File: config.mk
export PLATFORM = sky130hd
export DESIGN_NAME = lsu_unit_flat
export DESIGN_NICKNAME = d
export VERILOG_FILES = /design/src/rtl/lsu_unit_pkg.sv /design/src/rtl/lsu_unit_if.sv /design/src/rtl/lsu_unit_load_ext.sv /design/src/rtl/lsu_unit.sv /design/src/flat_wrapper.sv
export SDC_FILE = /design/constraint.sdc
export NUM_CORES = 1
export LEC_CHECK = 0
export ABC_AREA = 1
export ABC_CLOCK_PERIOD_IN_PS = 2750
export BUFFER_PORTS_ARGS = -buffer_cell sky130_fd_sc_hd__buf_2
export CAP_MARGIN = 10
export CELL_PAD_IN_SITES_DETAIL_PLACEMENT = 1
export CELL_PAD_IN_SITES_GLOBAL_PLACEMENT = 1
export CORE_MARGIN = 2
export CORE_UTILIZATION = 37
export CTS_BUF_LIST = sky130_fd_sc_hd__clkbuf_4 sky130_fd_sc_hd__clkbuf_8 sky130_fd_sc_hd__clkbuf_16
export DETAILED_ROUTE_END_ITERATION = 12
export GPL_ROUTABILITY_DRIVEN = 1
export HOLD_SLACK_MARGIN = 0.03
export PLACE_DENSITY_LB_ADDON = 0.1
export SETUP_SLACK_MARGIN = 0.15
export SLEW_MARGIN = 10
export SYNTH_ARGS = -nofsm -noshare
export SYNTH_HDL_FRONTEND = slang
export SYNTH_HIERARCHICAL = 1
export SYNTH_SLANG_ARGS = --single-unit
File: constraint.sdc
create_clock -name clk -period 2.75 [get_ports clk]
set_input_delay 0.55 -clock clk [delete_from_list [all_inputs] [get_ports clk]]
set_output_delay 0.55 -clock clk [all_outputs]
set_load 0.1 [all_outputs]
File: src/rtl/lsu_unit_pkg.sv
// -----------------------------------------------------------------------------
// lsu_unit_pkg
//   Shared encodings for the load/store unit: memory-op codes, the LSU FSM
//   state type, WBU MemtoReg select codes, and lane helpers used by the
//   store path.
// -----------------------------------------------------------------------------
package lsu_unit_pkg;

    // memop encodings (bit 2 = unsigned load)
    localparam logic [2:0] MOP_B  = 3'b000;
    localparam logic [2:0] MOP_H  = 3'b001;
    localparam logic [2:0] MOP_W  = 3'b010;
    localparam logic [2:0] MOP_BU = 3'b100;
    localparam logic [2:0] MOP_HU = 3'b101;

    // WBU busW mux selects
    localparam logic [1:0] MEMTOREG_ALU = 2'b00;
    localparam logic [1:0] MEMTOREG_MEM = 2'b01;

    typedef enum logic [1:0] {
        S_IDLE,
        S_REQ,
        S_RESP,
        S_DONE
    } lsu_state_e;

    // Byte lane of the access: halfwords only look at addr[1], words at none.
    function automatic logic [1:0] lane_shift(input logic [2:0] memop, input logic [1:0] addr_lo);
        case (memop)
            MOP_B, MOP_BU: return addr_lo;
            MOP_H, MOP_HU: return {addr_lo[1], 1'b0};
            default:       return 2'b00;
        endcase
    endfunction

    function automatic logic [3:0] lane_strb(input logic [2:0] memop, input logic [1:0] addr_lo);
        case (memop)
            MOP_B, MOP_BU: return 4'b0001 << addr_lo;
            MOP_H, MOP_HU: return 4'b0011 << {addr_lo[1], 1'b0};
            default:       return 4'b1111;
        endcase
    endfunction

endpackage

File: src/rtl/lsu_unit_if.sv
// -----------------------------------------------------------------------------
// lsu_unit_if
//   Bundles the three LSU handshakes: EXU request (in_*), WBU result (out_*)
//   and memory bus request/response (mem_*).
//   slave  : LSU view.
//   master : environment view (EXU + WBU + memory).
// -----------------------------------------------------------------------------
interface lsu_unit_if #(
    parameter int ADDR_W = 32
) ();
    logic              in_valid;
    logic              in_ready;
    logic [ADDR_W-1:0] in_addr;
    logic [2:0]        in_memop;
    logic              in_wen;
    logic              in_ren;
    logic [31:0]       in_wdata;

    logic              out_valid;
    logic              out_ready;
    logic [31:0]       out_rdata;
    logic              out_err;

    logic              mem_req_valid;
    logic              mem_req_ready;
    logic [ADDR_W-1:0] mem_req_addr;
    logic              mem_req_wen;
    logic [31:0]       mem_req_wdata;
    logic [3:0]        mem_req_wstrb;
    logic              mem_rsp_valid;
    logic              mem_rsp_ready;
    logic [31:0]       mem_rsp_rdata;
    logic              mem_rsp_err;

    modport slave (
        input  in_valid, in_addr, in_memop, in_wen, in_ren, in_wdata,
        output in_ready,
        output out_valid, out_rdata, out_err,
        input  out_ready,
        output mem_req_valid, mem_req_addr, mem_req_wen, mem_req_wdata, mem_req_wstrb,
        input  mem_req_ready,
        input  mem_rsp_valid, mem_rsp_rdata, mem_rsp_err,
        output mem_rsp_ready
    );

    modport master (
        output in_valid, in_addr, in_memop, in_wen, in_ren, in_wdata,
        input  in_ready,
        input  out_valid, out_rdata, out_err,
        output out_ready,
        input  mem_req_valid, mem_req_addr, mem_req_wen, mem_req_wdata, mem_req_wstrb,
        output mem_req_ready,
        output mem_rsp_valid, mem_rsp_rdata, mem_rsp_err,
        input  mem_rsp_ready
    );
endinterface

File: src/rtl/lsu_unit_load_ext.sv
// -----------------------------------------------------------------------------
// lsu_load_ext
//   Combinational load aligner: selects the addressed byte/halfword from the
//   full bus word and sign- or zero-extends it according to memop.
//   i_word    : 32-bit word returned by the bus
//   i_addr_lo : byte address bits [1:0]
//   i_memop   : access size/signedness
//   o_data    : extended 32-bit load result
// -----------------------------------------------------------------------------
module lsu_load_ext
    import lsu_unit_pkg::*;
(
    input  logic [31:0] i_word,
    input  logic [1:0]  i_addr_lo,
    input  logic [2:0]  i_memop,
    output logic [31:0] o_data
);
    logic [31:0] w_shifted;

    always_comb begin
        w_shifted = i_word >> {lane_shift(i_memop, i_addr_lo), 3'b000};
        case (i_memop)
            MOP_B:   o_data = {{24{w_shifted[7]}}, w_shifted[7:0]};
            MOP_BU:  o_data = {24'h000000, w_shifted[7:0]};
            MOP_H:   o_data = {{16{w_shifted[15]}}, w_shifted[15:0]};
            MOP_HU:  o_data = {16'h0000, w_shifted[15:0]};
            default: o_data = w_shifted;
        endcase
    end
endmodule

File: src/rtl/lsu_unit.sv
// -----------------------------------------------------------------------------
// lsu_unit
//   Multi-cycle load/store unit between EXU and a valid/ready memory bus.
//   One transaction in flight: IDLE -> REQ -> RESP -> DONE -> IDLE.
//   Store data is shifted onto byte lanes with matching write strobes; load
//   data is aligned and extended by lsu_load_ext. Result goes to the WBU.
// Ports
//   clk, rst : clock, synchronous active-high reset
//   bus      : lsu_unit_if.slave (in_*, out_*, mem_* handshakes)
// Parameters
//   ADDR_W   : address width
//   TIMEOUT  : cycles allowed in REQ+RESP before aborting with error (0 = off)
// Build option
//   LSU_MISALIGN_CHECK_EN : misaligned h/w accesses skip the bus and complete
//                           with out_err=1.
// -----------------------------------------------------------------------------
module lsu_unit
    import lsu_unit_pkg::*;
#(
    parameter int          ADDR_W  = 32,
    parameter int unsigned TIMEOUT = 255
) (
    input  logic      clk,
    input  logic      rst,
    lsu_unit_if.slave bus
);
    lsu_state_e        r_state;
    lsu_state_e        w_state_nxt;
    logic [ADDR_W-1:0] r_addr;
    logic [2:0]        r_memop;
    logic              r_wen;
    logic [31:0]       r_wdata;
    logic [31:0]       r_rdata;
    logic              r_err;
    logic [31:0]       r_cnt;
    logic [31:0]       w_cnt_inc;
    logic              w_accept;
    logic              w_timeout;
    logic              w_misalign;
    logic              w_set_result;
    logic [31:0]       w_result_rdata;
    logic              w_result_err;
    logic [31:0]       w_ld_data;

    lsu_load_ext u_load_ext (
        .i_word    (bus.mem_rsp_rdata),
        .i_addr_lo (r_addr[1:0]),
        .i_memop   (r_memop),
        .o_data    (w_ld_data)
    );

`ifdef LSU_MISALIGN_CHECK_EN
    assign w_misalign = ((bus.in_memop == MOP_H || bus.in_memop == MOP_HU) && bus.in_addr[0])
                     || (bus.in_memop == MOP_W && bus.in_addr[1:0] != 2'b00);
`else
    assign w_misalign = 1'b0;
`endif

    assign w_accept  = bus.in_valid && (r_state == S_IDLE);
    assign w_cnt_inc = r_cnt + 32'd1;
    // Counter holds cycles already spent in REQ/RESP; this cycle is the last allowed.
    assign w_timeout = (TIMEOUT != 0) && (w_cnt_inc >= TIMEOUT);

    // Request fields come only from latched state so they stay stable while stalled.
    assign bus.mem_req_addr  = {r_addr[ADDR_W-1:2], 2'b00};
    assign bus.mem_req_wen   = r_wen;
    assign bus.mem_req_wdata = r_wdata << {lane_shift(r_memop, r_addr[1:0]), 3'b000};
    assign bus.mem_req_wstrb = r_wen ? lane_strb(r_memop, r_addr[1:0]) : 4'b0000;
    assign bus.out_rdata     = r_rdata;
    assign bus.out_err       = r_err;

    always_comb begin
        w_state_nxt       = r_state;
        w_set_result      = 1'b0;
        w_result_rdata    = '0;
        w_result_err      = 1'b0;
        bus.in_ready      = 1'b0;
        bus.out_valid     = 1'b0;
        bus.mem_req_valid = 1'b0;
        bus.mem_rsp_ready = 1'b0;
        case (r_state)
            S_IDLE: begin
                bus.in_ready = 1'b1;
                if (bus.in_valid) begin
                    if (!bus.in_wen && !bus.in_ren) begin
                        w_state_nxt  = S_DONE;
                        w_set_result = 1'b1;
                    end else if (w_misalign) begin
                        w_state_nxt  = S_DONE;
                        w_set_result = 1'b1;
                        w_result_err = 1'b1;
                    end else begin
                        w_state_nxt = S_REQ;
                    end
                end
            end
            S_REQ: begin
                bus.mem_req_valid = 1'b1;
                if (bus.mem_req_ready) begin
                    w_state_nxt = S_RESP;
                end else if (w_timeout) begin
                    w_state_nxt  = S_DONE;
                    w_set_result = 1'b1;
                    w_result_err = 1'b1;
                end
            end
            S_RESP: begin
                bus.mem_rsp_ready = 1'b1;
                if (bus.mem_rsp_valid) begin
                    w_state_nxt    = S_DONE;
                    w_set_result   = 1'b1;
                    w_result_err   = bus.mem_rsp_err;
                    w_result_rdata = (r_wen || bus.mem_rsp_err) ? '0 : w_ld_data;
                end else if (w_timeout) begin
                    w_state_nxt  = S_DONE;
                    w_set_result = 1'b1;
                    w_result_err = 1'b1;
                end
            end
            S_DONE: begin
                bus.out_valid = 1'b1;
                if (bus.out_ready) begin
                    w_state_nxt = S_IDLE;
                end
            end
            default: w_state_nxt = S_IDLE;
        endcase
    end

    always_ff @(posedge clk) begin
        if (rst) begin
            r_state <= S_IDLE;
            r_addr  <= '0;
            r_memop <= '0;
            r_wen   <= 1'b0;
            r_wdata <= '0;
            r_rdata <= '0;
            r_err   <= 1'b0;
            r_cnt   <= '0;
        end else begin
            r_state <= w_state_nxt;
            if (w_accept) begin
                r_addr  <= bus.in_addr;
                r_memop <= bus.in_memop;
                r_wen   <= bus.in_wen;
                r_wdata <= bus.in_wdata;
                r_cnt   <= '0;
            end else if (r_state == S_REQ || r_state == S_RESP) begin
                r_cnt <= w_cnt_inc;
            end
            if (w_set_result) begin
                r_rdata <= w_result_rdata;
                r_err   <= w_result_err;
            end
        end
    end
endmodule

File: src/flat_wrapper.sv
// flat-port wrapper written by rule: the top's interface ports become plain ports
module lsu_unit_flat import lsu_unit_pkg::*;
#(
    parameter int          ADDR_W  = 32,
    parameter int unsigned TIMEOUT = 255
)
  (clk, rst, bus_in_valid, bus_in_addr, bus_in_memop, bus_in_wen, bus_in_ren, bus_in_wdata, bus_in_ready, bus_out_valid, bus_out_rdata, bus_out_err, bus_out_ready, bus_mem_req_valid, bus_mem_req_addr, bus_mem_req_wen, bus_mem_req_wdata, bus_mem_req_wstrb, bus_mem_req_ready, bus_mem_rsp_valid, bus_mem_rsp_rdata, bus_mem_rsp_err, bus_mem_rsp_ready);
  lsu_unit_if #(.ADDR_W(ADDR_W)) bus_i ();
  input  logic clk;
  input  logic rst;
  input wire logic [$bits(bus_i.in_valid)-1:0] bus_in_valid;
  input wire logic [$bits(bus_i.in_addr)-1:0] bus_in_addr;
  input wire logic [$bits(bus_i.in_memop)-1:0] bus_in_memop;
  input wire logic [$bits(bus_i.in_wen)-1:0] bus_in_wen;
  input wire logic [$bits(bus_i.in_ren)-1:0] bus_in_ren;
  input wire logic [$bits(bus_i.in_wdata)-1:0] bus_in_wdata;
  output wire logic [$bits(bus_i.in_ready)-1:0] bus_in_ready;
  output wire logic [$bits(bus_i.out_valid)-1:0] bus_out_valid;
  output wire logic [$bits(bus_i.out_rdata)-1:0] bus_out_rdata;
  output wire logic [$bits(bus_i.out_err)-1:0] bus_out_err;
  input wire logic [$bits(bus_i.out_ready)-1:0] bus_out_ready;
  output wire logic [$bits(bus_i.mem_req_valid)-1:0] bus_mem_req_valid;
  output wire logic [$bits(bus_i.mem_req_addr)-1:0] bus_mem_req_addr;
  output wire logic [$bits(bus_i.mem_req_wen)-1:0] bus_mem_req_wen;
  output wire logic [$bits(bus_i.mem_req_wdata)-1:0] bus_mem_req_wdata;
  output wire logic [$bits(bus_i.mem_req_wstrb)-1:0] bus_mem_req_wstrb;
  input wire logic [$bits(bus_i.mem_req_ready)-1:0] bus_mem_req_ready;
  input wire logic [$bits(bus_i.mem_rsp_valid)-1:0] bus_mem_rsp_valid;
  input wire logic [$bits(bus_i.mem_rsp_rdata)-1:0] bus_mem_rsp_rdata;
  input wire logic [$bits(bus_i.mem_rsp_err)-1:0] bus_mem_rsp_err;
  output wire logic [$bits(bus_i.mem_rsp_ready)-1:0] bus_mem_rsp_ready;
  assign bus_i.in_valid = bus_in_valid;
  assign bus_i.in_addr = bus_in_addr;
  assign bus_i.in_memop = bus_in_memop;
  assign bus_i.in_wen = bus_in_wen;
  assign bus_i.in_ren = bus_in_ren;
  assign bus_i.in_wdata = bus_in_wdata;
  assign bus_in_ready = bus_i.in_ready;
  assign bus_out_valid = bus_i.out_valid;
  assign bus_out_rdata = bus_i.out_rdata;
  assign bus_out_err = bus_i.out_err;
  assign bus_i.out_ready = bus_out_ready;
  assign bus_mem_req_valid = bus_i.mem_req_valid;
  assign bus_mem_req_addr = bus_i.mem_req_addr;
  assign bus_mem_req_wen = bus_i.mem_req_wen;
  assign bus_mem_req_wdata = bus_i.mem_req_wdata;
  assign bus_mem_req_wstrb = bus_i.mem_req_wstrb;
  assign bus_i.mem_req_ready = bus_mem_req_ready;
  assign bus_i.mem_rsp_valid = bus_mem_rsp_valid;
  assign bus_i.mem_rsp_rdata = bus_mem_rsp_rdata;
  assign bus_i.mem_rsp_err = bus_mem_rsp_err;
  assign bus_mem_rsp_ready = bus_i.mem_rsp_ready;
  lsu_unit #(.ADDR_W(ADDR_W), .TIMEOUT(TIMEOUT)) u_core (.clk(clk), .rst(rst), .bus(bus_i));
endmodule
# ---- Word-level counts from Yosys, hierarchy flattened
# Index checks and enable logic that the tools add are counted.
dict set report classes {
  mux 26
  addsub 1
  n_eq_ne 8
  n_reduce_logical 12
  bitwise_logic 0
  mul 0
  shift 4
  n_div 0
  order_cmp 1
}
# cell count
set op_table {}
lappend op_table {{$pmux 32 s4} 1}
lappend op_table {{$mux 32} 3}
lappend op_table {{$add 32x1->32 const B} 1}
lappend op_table {{$ge 32x8->1 const B} 1}
lappend op_table {{$shl 32x5->32} 1}
lappend op_table {{$shr 32x5->32} 1}
lappend op_table {{$mux 2} 6}
lappend op_table {{$mux 1} 10}
lappend op_table {{$pmux 2 s4} 1}
lappend op_table {{$pmux 4 s2} 1}
lappend op_table {{$eq 3x3->1 const B} 2}
lappend op_table {{$reduce_or 2->1} 3}
lappend op_table {{$eq 2x2->1 const B} 2}
lappend op_table {{$mux 4} 1}
lappend op_table {{$ne 2x2->1 const B} 2}
lappend op_table {{$pmux 2 s2} 1}
lappend op_table {{$shl 1x2->4 const A} 1}
lappend op_table {{$shl 2x2->4 const A} 1}
lappend op_table {{$eq 3x1->1 const B} 1}
lappend op_table {{$logic_not 3->1} 1}
lappend op_table {{$pmux 1 s3} 1}
lappend op_table {{$eq 2x1->1 const B} 1}
lappend op_table {{$logic_and 1x1->1} 2}
lappend op_table {{$logic_not 1->1} 2}
lappend op_table {{4 further kinds} 5}
dict set report word_totals {
  latchBits 0
  mem_count 0
  rom_bits 0
  wordCells 60
  ram_bits 0
  output_inout_bits 106
  regBits 135
  inputBits 108
}

# ---- Logic depth before layout (Yosys ltp)
# Gate-level depths: netlist of run 1.
dict set report depth {
  depth_word 8
  depth_mapped 18
}

# ---- Modules after synthesis
# Netlist of run 1, hierarchy kept.
# module area_per_inst_um2 seq_area_each_um2 cells_each instances
set by_module_without_submodules {}
lappend by_module_without_submodules {lsu_unit 7151.9 2702.6 1094 1}
lappend by_module_without_submodules {lsu_load_ext 952.2 0.0 163 1}

# ---- Worst setup path after synthesis of run 1
# Ideal clock, no wire load.
dict set report synth_timing {
  kind {register to output}
  from {register u_core.r_memop[0]}
  to {output port bus_mem_req_wdata[24]}
  t_required_ns 2.200
  n_path_buf 1
  path_slack_ns -1.449
  arrival_ns 3.649
  stages_incl_launch_ff 7
  path_cell_list {dfxtp_1 nor2_1 inv_1 nor2_1 clkbuf_1 mux2i_1 o21ai_0}
}
dict set report synth_via {
  elab_chain_cells 4
  elab_cells_between_ends 8
  classes_between {eq/ne (3); shift (1); mux (1); reduce/logical (3)}
}
# element line_no
set synth_lines {}
lappend synth_lines {{start, declared} lsu_unit.sv:30} ;# logic [2:0] r_memop;
lappend synth_lines {{start signal, assigned} lsu_unit.sv:144} ;# r_memop <= bus.in_memop;
lappend synth_lines {{$eq 3x1->1, or another cell as far along} lsu_unit_pkg.sv:29} ;# case (memop)
lappend synth_lines {{$reduce_or 2->1} lsu_unit_pkg.sv:29}
lappend synth_lines {{$pmux 2 s2 (*)} lsu_unit_pkg.sv:29}
lappend synth_lines {{$shl 32x5->32 (*)} lsu_unit.sv:67} ;# assign bus.mem_req_wdata = r_wdata << {lane_shift(r_memop, r_addr[1:0]), 3'b000};
lappend synth_lines {{end, declared} flat_wrapper.sv:25} ;# output wire logic [$bits(bus_i.mem_req_wdata)-1:0] bus_mem_req_wdata;
# Mark *: on every way between the ends. The rest lies on a longest branch, timed or not.

# ---- Worst setup path after layout of run 1
dict set report layout_timing {
  from {register u_core.r_memop[1]}
  to {output port bus_mem_req_wdata[24]}
}
# The elaborated chain is that of the path after synthesis.

==> out/qor.yml, run 1 <==
cells_and_area:
  fin_nets: 1552
  final_cell_mix: "nand2_1, nor2_1, buf_2"
  postLayoutCellArea_um2: 11000
  area_delta_synth_final_pct: 36.2
  final_common_cell: "nand2_1"
  drive_above_1_share: 0.320
critical_path:
  r2r-end: "u_core/bus.out_rdata[19]"
  timing.reg2reg.setup_slack_ps: 200
  rr_startpoint: "u_core/r_cnt[3]"
  reg2regPathDepth: 17
  arrival_ps: 2000
  path_class: "flip-flop to output port"
  startpoint_type: "flip-flop"
  crit_required_ps: 2200
  critPathCaptureType: "output port"
  cp_max_fo: 13
synth:
  async_reset_ff_frac: 0
  synth_cell_types: 38
  syn-instance-count: 1257
  synth-seq-cells: 135
  yosysWarnings: 6
  avgSynthCellArea_um2: 6.45
  synth_area_leader_cell: "dfxtp_1"
  synth_seq_area_share: 0.333
  synth_area_leaders: "dfxtp_1, nor2_1, nand2_1, o21ai_0, inv_1"
  yosys.area.top_type_share: 0.333
  ys.flop_type: "dfxtp_1"
  syn_area_um2: 8100
  synth_edf_count: 0
die:
  die_h_um: 152
  std_cell_rows: 54
  start_util: 0.374
  ioPinCount: 214
  die_x_um: 152
  core_um2: 21700
  fp.dieArea_um2: 23100
grt:
  antenna_found_initial: 3
  overflow: 0
  grt_pass1_vias: 8887
  grt_pass1_wl_mm: 46.1
  grt_usage: 0.244
  grt_max_degree: 61
timing:
  tightest_slew_ps: 1040
  slew_viol_final: 0
  finalCriticalPeriod_ps: 2550
  max-slew-margin-rel: 0.304
  fin_ws_ps: 200
  fin_setup_tns_ps: 0
  hold_viol: 0
  skew_ps: 10.2
  rsz0062_at_grt: "yes"
  finalCritPeriodShare: 0.927
  fmax_mhz: 392
  setup-violations-final: 0
drt:
  wl_per_cell_um: 16.5
  first_pass_iters: 4
  ant_nets: 0
  drc: 0
  postRouteWirelength_mm: 28.6
  first_iter_violations: 407
  via_per_inst: 5.04
  vias: 8743
run:
  maxCapViolCount: 0
placement:
  numPortBuffers: 211
  dpl-instance-area_um2: 9710
  gp_congestion: 0.816
  dpl.hpwl_mm: 20.0
  dp_slack_ps: -120
clock_tree:
  ctsHoldBuffers: 0
  cts_buffers: 17
  clk_pin_slew_ps: 70
  cts_tree: "built"
  clockBufferDepth: 2
  clk_latency_ps: 440
  cts.htree.levels: 4
  root_buffer: "clkbuf_16"
  cts.sinks: 135
min_path:
  hp-class: "input pin to flip-flop"
  hold_depth: 3
  holdPathEnd: "u_core/r_addr[14]"
  hp-start: "bus_in_addr[14]"
power_and_ir_drop:
  ir_drop_mv: 0.870
  p_leak_nw: 5.20
  total_power_w: 0.0150
  p_per_area_nw_per_um2: 1360
outcome:
  status: "complete, no violations"
per-layer routing:
metal,global-route usage,vias to the layer above,part of all wire
li1,-,4362,-
met1,0.304,4148,0.44
met2,0.409,201,0.48
met3,0.0793,28,0.070
met4,0.0619,4,0.013
met5,0,-,0.00084
flip-flops by register name (all words and copies together) (netlist names):
name	flops
u_core/bus.mem_req_wen	1
u_core/r_addr	32
u_core/bus.out_err	1
u_core/bus.out_rdata	32
u_core/r_wdata	32
u_core/r_memop	3
u_core/r_cnt	32
u_core/r_state	2
worst max-delay path by stage:
stage / from / endpoint
5_1_grt: u_core/r_cnt[17] / u_core/bus.out_rdata[13]
6_report: u_core/r_memop[1] / bus_mem_req_wdata[24]
3_3_place_gp: u_core/r_cnt[1] / u_core/bus.out_err
4_1_cts: u_core/r_memop[1] / bus_mem_req_wdata[24]
2_1_floorplan: u_core/r_memop[0] / bus_mem_req_wdata[19]
3_5_place_dp: u_core/r_cnt[1] / u_core/bus.out_rdata[10]
through the flow:
stage	util	hold WS, ps	instances
detailed placement	0.448	451	1672
global route	0.509	362	1732
finish	0.509	360	1734
global placement	0.448	447	1672
CTS	0.492	343	1717
floorplan	-	447	1258
report_power, final:
group	internal [W]	switching, W	total, W
logic	0.00271	0.00677	0.00948
clock network	0.00132	0.00110	0.00242
registers	0.00257	0.000559	0.00313
logic make-up after synthesis:
family	count (synthesis)	synth area share
flip-flops	135	0.333
adder cells (fa/ha/maj)	6	0.00926
other	1	0.000463
XOR/XNOR	6	0.00648
AO/OA/AOI/OAI	250	0.169
buffers and inverters	240	0.137
multiplexers	12	0.0148
AND/OR/NAND/NOR	607	0.330
worst max-delay path: stages, from the launching register on:
cell and delay (ps):
dfxtp_2 350, nor2_4 110, inv_1 70, nor2_4 190
buf_12 180, buf_4 180, nand2_1 60, o211ai_1 140
o21ai_4 110, buf_12 180
Yosys cell counts (5+ instances only):
cell	n
o21ai_0	136
o211ai_1	22
nand4_1	7
dfxtp_1	135
mux2i_1	12
a21oi_2	10
a21oi_1	65
clkbuf_1	51
nand3_2	14
ha_1	6
nor2_2	5
inv_1	135
nor2_1	238
buf_6	9
nand2_2	12
nand2_4	5
nand2_1	233
buf_4	34
xor2_1	6
nand3_1	75
or2_2	5
timing repair:
action | 4_1_cts | 5_1_grt
setup buffers | 10 | 14
pin swaps | 12 | 27
cloned | 3 | 0
gates resized for setup | 57 | 78
endpoints found under the setup margin | 64 | 47
area by class of cell:
type	instances	area [µm²]
sequential	135	2730
fill	2843	10700
tap	280	350
antenna	3	7.51
inverter	139	524
multi-input combinational	885	4880
clock inverter	15	196
clock buffer	17	425
timing repair buffer	260	1930
Power figures use the tool's default switching activity.
==> inputs of run 2 (changes only) <==
==> constraint.sdc (replaced) <==
create_clock -name clk -period 2.75 [get_ports clk]
set_input_delay 0 -clock clk [delete_from_list [all_inputs] [get_ports clk]]
set_output_delay 0 -clock clk [all_outputs]
set_load 0.1 [all_outputs]
==> out/qor.yml, run 2 (synthesis results as in run 1) <==
power_and_ir_drop:
  power.internal_w: 0.00657
  p_leak_nw: 5.46
  pwr-share-seq: 0.214
  combPwrFrac: 0.627
  p_switching_w: 0.00827
  p_per_area_nw_per_um2: 1290
  p_clk_frac: 0.159
  p_sw_frac: 0.557
  ir_drop_mv: 1.06
placement:
  numPortBuffers: 211
  gp_congestion: 0.907
  dpl.hpwl_mm: 20.0
  dp_slack_ps: 22.1
clock_tree:
  cts.sinks: 135
  clk_pin_slew_ps: 70
  cts_buffers: 17
  clockBufferDepth: 2
  cts_tree: "built"
  root_buffer: "clkbuf_16"
  clk_latency_ps: 420
  cts.htree.levels: 4
drt:
  via_per_inst: 5.01
  ant_nets: 0
  vias: 9024
  wl_per_cell_um: 16.9
  first_pass_iters: 4
  first_iter_violations: 323
  postRouteWirelength_mm: 30.4
  drc: 0
critical_path:
  startpoint_type: "flip-flop"
  critPathCaptureType: "flip-flop"
  crit_required_ps: 3100
  arrival_ps: 2900
  path_class: "flip-flop to flip-flop"
  cp_max_fo: 6
outcome:
  status: "complete, no violations"
grt:
  overflow: 0
  grt_usage: 0.251
  grt_max_degree: 77
  gr-usage-met1: 0.314
  top_usage_layer: "met2"
  grt_pass1_vias: 9413
  grt_pass1_wl_mm: 48.0
  use_met3: 0.0647
  grtUsageMet2: 0.431
  antenna_found_initial: 1
timing:
  finalCritPeriodShare: 0.930
  fin_ws_ps: 194
  skew_ps: 9.66
  max-slew-margin-rel: 0.305
  rsz0062_at_grt: "yes"
  finalCriticalPeriod_ps: 2560
  tightest_slew_ps: 1040
  hold_viol: 0
  setup-violations-final: 0
  slew_viol_final: 0
  fmax_mhz: 391
die:
  die_x_um: 152
  ioPinCount: 214
  std_cell_rows: 54
  die_h_um: 152
  fp.dieArea_um2: 23100
  core_um2: 21700
  start_util: 0.374
min_path:
  hp-class: "input pin to flip-flop"
cells_and_area:
  seq_area_um2: 2740
  fin_nets: 1622
  drive_above_1_share: 0.304
  final_cell_mix: "nand2_1, nor2_1, buf_2"
  multiInputGateArea_um2: 4640
  fillers: 2808
  area_delta_synth_final_pct: 41.8
  fin_util: 0.530
  final_common_cell: "nand2_1"
run:
  maxCapViolCount: 0
run 2: cell count changes in the layout (fill, tap and decap cells not counted), moves of 6 or more:
| cell | delta |
|---|---|
| mux2i_1 | +7 |
| buf_2 | +10 |
| dlygate4sd3_1 | +74 |
| buf_4 | -7 |
| nand2_1 | -10 |
| nand2_2 | +15 |
| dfxtp_1 | -6 |
run 2: area by class of cell:
cell class,count,area share
Multi-Input combinational cell,883,0.404
Sequential cell,135,0.239
Timing Repair Buffer,332,0.228
Inverter,139,0.0454
Clock buffer,17,0.0370
Tap cell,280,0.0305
Clock inverter,15,0.0162
Antenna cell,1,0.000218
run 2: path summary, 6_finish.rpt:
| path | start | end | slack, ps | depth (start not counted) |
|---|---|---|---|---|
| worst min register to register | u_core/bus.out_rdata[14] | u_core/bus.out_rdata[14] | 460 | 2 |
| worst max register to register | u_core/r_cnt[1] | u_core/bus.out_rdata[28] | 190 | 16 |
| worst min-delay path | bus_mem_rsp_err | u_core/bus.out_rdata[7] | 60 | 6 |
| worst max-delay path | u_core/r_cnt[1] | u_core/bus.out_rdata[28] | 190 | 16 |
run 2: what timing repair did:
action	CTS	global route
endpoints found under the hold margin	86	0
buffers inserted	4	13
hold buffers	74	0
gates cloned	0	4
pin swaps	2	27
setup endpoints to repair	47	52
resized for setup	7	102
run 2: power by group through the flow:
stage | logic, W | clock network (W) | registers, W
2_1_floorplan | 0.00654 | 0 | 0.00309
3_3_place_gp | 0.00855 | 0 | 0.00308
3_5_place_dp | 0.00863 | 0 | 0.00310
4_1_cts | 0.00878 | 0.00241 | 0.00307
5_1_grt | 0.00998 | 0.00250 | 0.00325
6_report | 0.00930 | 0.00236 | 0.00318
run 2: per-layer routing:
layer  vias to the layer above  routed length [µm]  share of wire
met1                      4269               13200           0.43
met2                       229               14900           0.49
met5                         -                   0              0
li1                       4490                   -              -
met4                         0                 575          0.019
met3                        36                1740          0.057
run 2: worst max-delay path, cell delays in order (launching register included):
cell,delay [ps]
dfxtp_4,380
ha_4,160
nand2_2,70
nor2_4,170
nand2_2,110
o21ai_1,220
nand2_1,110
nor2_1,120
nand3_1,110
nor2_2,140
nand3_2,120
a21oi_2,160
nand2_2,130
nand2_8,150
clkbuf_16,160
nand2_1,50
a21oi_1,120
run 2: metrics by stage:
step / total power [W] / TNS (ps) / instances / hold slack [ps] / instance area (µm²)
after floorplan: 0.00964 / -253 / 1258 / 167 / 8190
after global placement: 0.0116 / 0 / 1674 / 249 / 9620
after detailed placement: 0.0117 / 0 / 1674 / 258 / 9620
after CTS: 0.0143 / 0 / 1784 / 37.5 / 11000
after global routing: 0.0157 / 0 / 1802 / 76.6 / 11500
final: 0.0148 / 0 / 1802 / 58.8 / 11500
==> inputs of run 3 (changes only) <==
--- a/config.mk
+++ b/config.mk
@@ -11,13 +11,13 @@
 export CAP_MARGIN = 10
 export CELL_PAD_IN_SITES_DETAIL_PLACEMENT = 1
 export CELL_PAD_IN_SITES_GLOBAL_PLACEMENT = 1
-export CORE_MARGIN = 2
+export CORE_MARGIN = 1.5
 export CORE_UTILIZATION = 37
 export CTS_BUF_LIST = sky130_fd_sc_hd__clkbuf_4 sky130_fd_sc_hd__clkbuf_8 sky130_fd_sc_hd__clkbuf_16
 export DETAILED_ROUTE_END_ITERATION = 12
 export GPL_ROUTABILITY_DRIVEN = 1
 export HOLD_SLACK_MARGIN = 0.03
-export PLACE_DENSITY_LB_ADDON = 0.1
+export PLACE_DENSITY = 0.91
 export SETUP_SLACK_MARGIN = 0.15
 export SLEW_MARGIN = 10
 export SYNTH_ARGS = -nofsm -noshare
==> out/qor.yml, run 3 (synthesis results as in run 1) <==
timing:
  fin_setup_tns_ps: -20730
  hold_viol: 0
  max-slew-margin-rel: 0.428
  slew_viol_final: 0
  rsz0062_at_grt: "yes"
  skew_ps: 16.9
  finalCriticalPeriod_ps: 3490
  finalCritPeriodShare: 1.27
  setup-violations-final: 36
  fin_ws_ps: -740
  fmax_mhz: 287
  tightest_slew_ps: 857
drt:
  drc: 0
  vias: 11300
  via_per_inst: 6.29
  wl_per_cell_um: 27.5
  ant_nets: 0
  first_iter_violations: 1226
  first_pass_iters: 7
  postRouteWirelength_mm: 49.3
cells_and_area:
  fin_nets: 1612
  final_cell_mix: "nand2_1, nor2_1, buf_2"
  fillers: 2739
  seq_area_um2: 2740
  multiInputGateArea_um2: 4620
  final_common_cell: "nand2_1"
  area_delta_synth_final_pct: 40.2
  drive_above_1_share: 0.287
grt:
  grt_pass1_vias: 10900
  grt_pass1_wl_mm: 61.1
  overflow: 0
  antenna_found_initial: 6
  grt_max_degree: 77
  grt_usage: 0.353
critical_path:
  crit_required_ps: 3110
  reg2regPathDepth: 17
  critPathCaptureType: "flip-flop"
  startpoint_type: "flip-flop"
  path_class: "flip-flop to flip-flop"
  arrival_ps: 3850
  cp_max_fo: 6
  timing.reg2reg.setup_slack_ps: -740
clock_tree:
  root_buffer: "clkbuf_16"
  cts_tree: "built"
  clockBufferDepth: 2
  cts.sinks: 135
  cts.htree.levels: 4
  clk_pin_slew_ps: 80
  cts_buffers: 17
  clk_latency_ps: 470
placement:
  gp_congestion: 0.832
  dp_slack_ps: 26.1
  dpl.hpwl_mm: 20.8
  numPortBuffers: 211
die:
  die_x_um: 151
  die_h_um: 151
  core_um2: 21200
  ioPinCount: 214
  fp.dieArea_um2: 22800
  start_util: 0.382
  std_cell_rows: 53
outcome:
  status: "complete, but fails checks"
  failed_checks: "negative setup slack"
min_path:
  hold_depth: 7
  hp-class: "input pin to flip-flop"
power_and_ir_drop:
  p_per_area_nw_per_um2: 1440
  ir_drop_mv: 1.33
  p_leak_nw: 5.37
run:
  maxCapViolCount: 0
==> run 3: layout make-up <==
class | instances | share of cell area
tap | 275 | 0.0303
clock buffer | 17 | 0.0374
sequential | 135 | 0.241
clock inverter | 15 | 0.0141
timing repair inverter | 1 | 0.000661
multi-input combinational | 883 | 0.406
inverter | 139 | 0.0463
antenna | 4 | 0.000881
timing repair buffer | 321 | 0.223
==> run 3: metrics by stage <==
step                      std cells  power (W)  hold slack, ps  utilization  cell area, µm²
after floorplan                1258    0.00964             167            -            8190
after global placement         1660     0.0114             247        0.449            9520
after detailed placement       1660     0.0117             258        0.449            9520
after CTS                      1769     0.0144            31.1        0.518           11000
after global routing           1789     0.0167             101        0.535           11400
final                          1790     0.0163            77.8        0.535           11400
==> run 3: what timing repair did <==
item | CTS | global route
resized for setup | 44 | 60
endpoints found under the setup margin | 48 | 90
cloned | 2 | 1
hold endpoints to repair | 70 | 0
setup buffers | 4 | 16
hold buffers | 71 | 0
pin swaps | 8 | 25
==> run 3: path summary, 6_finish.rpt <==
path	from	endpoint
min reg2reg	u_core/bus.out_rdata[10]	u_core/bus.out_rdata[10]
max reg2reg	u_core/r_cnt[12]	u_core/bus.out_rdata[21]
max	u_core/r_cnt[12]	u_core/bus.out_rdata[21]
min	bus_mem_rsp_rdata[26]	u_core/bus.out_rdata[26]
==> run 3: worst max-delay path: stages (launching register included) <==
cell,delay [ps]
dfxtp_2,390
nand2_1,270
nor2_1,310
nand2_1,160
nor2_4,200
nand2_1,100
nand2_1,90
nand2_1,110
nor2_1,190
nand2_1,170
nor2_2,170
nand3_2,140
a21oi_4,290
nand2_4,140
nand2_8,150
clkbuf_16,190
nand2_1,80
a21oi_1,230
==> run 3: routing by layer <==
layer	vias to the layer above	wire length, µm	global-route usage
met3	458	5320	0.106
met2	1039	22400	0.603
met5	-	40	0
li1	4480	-	-
met4	6	5380	0.247
met1	5274	16200	0.371
==> run 3: power by group <==
| group | switching, W | internal (W) |
|---|---|---|
| Sequential | 0.000786 | 0.00258 |
| Clock | 0.00124 | 0.00122 |
| Combinational | 0.00783 | 0.00266 |
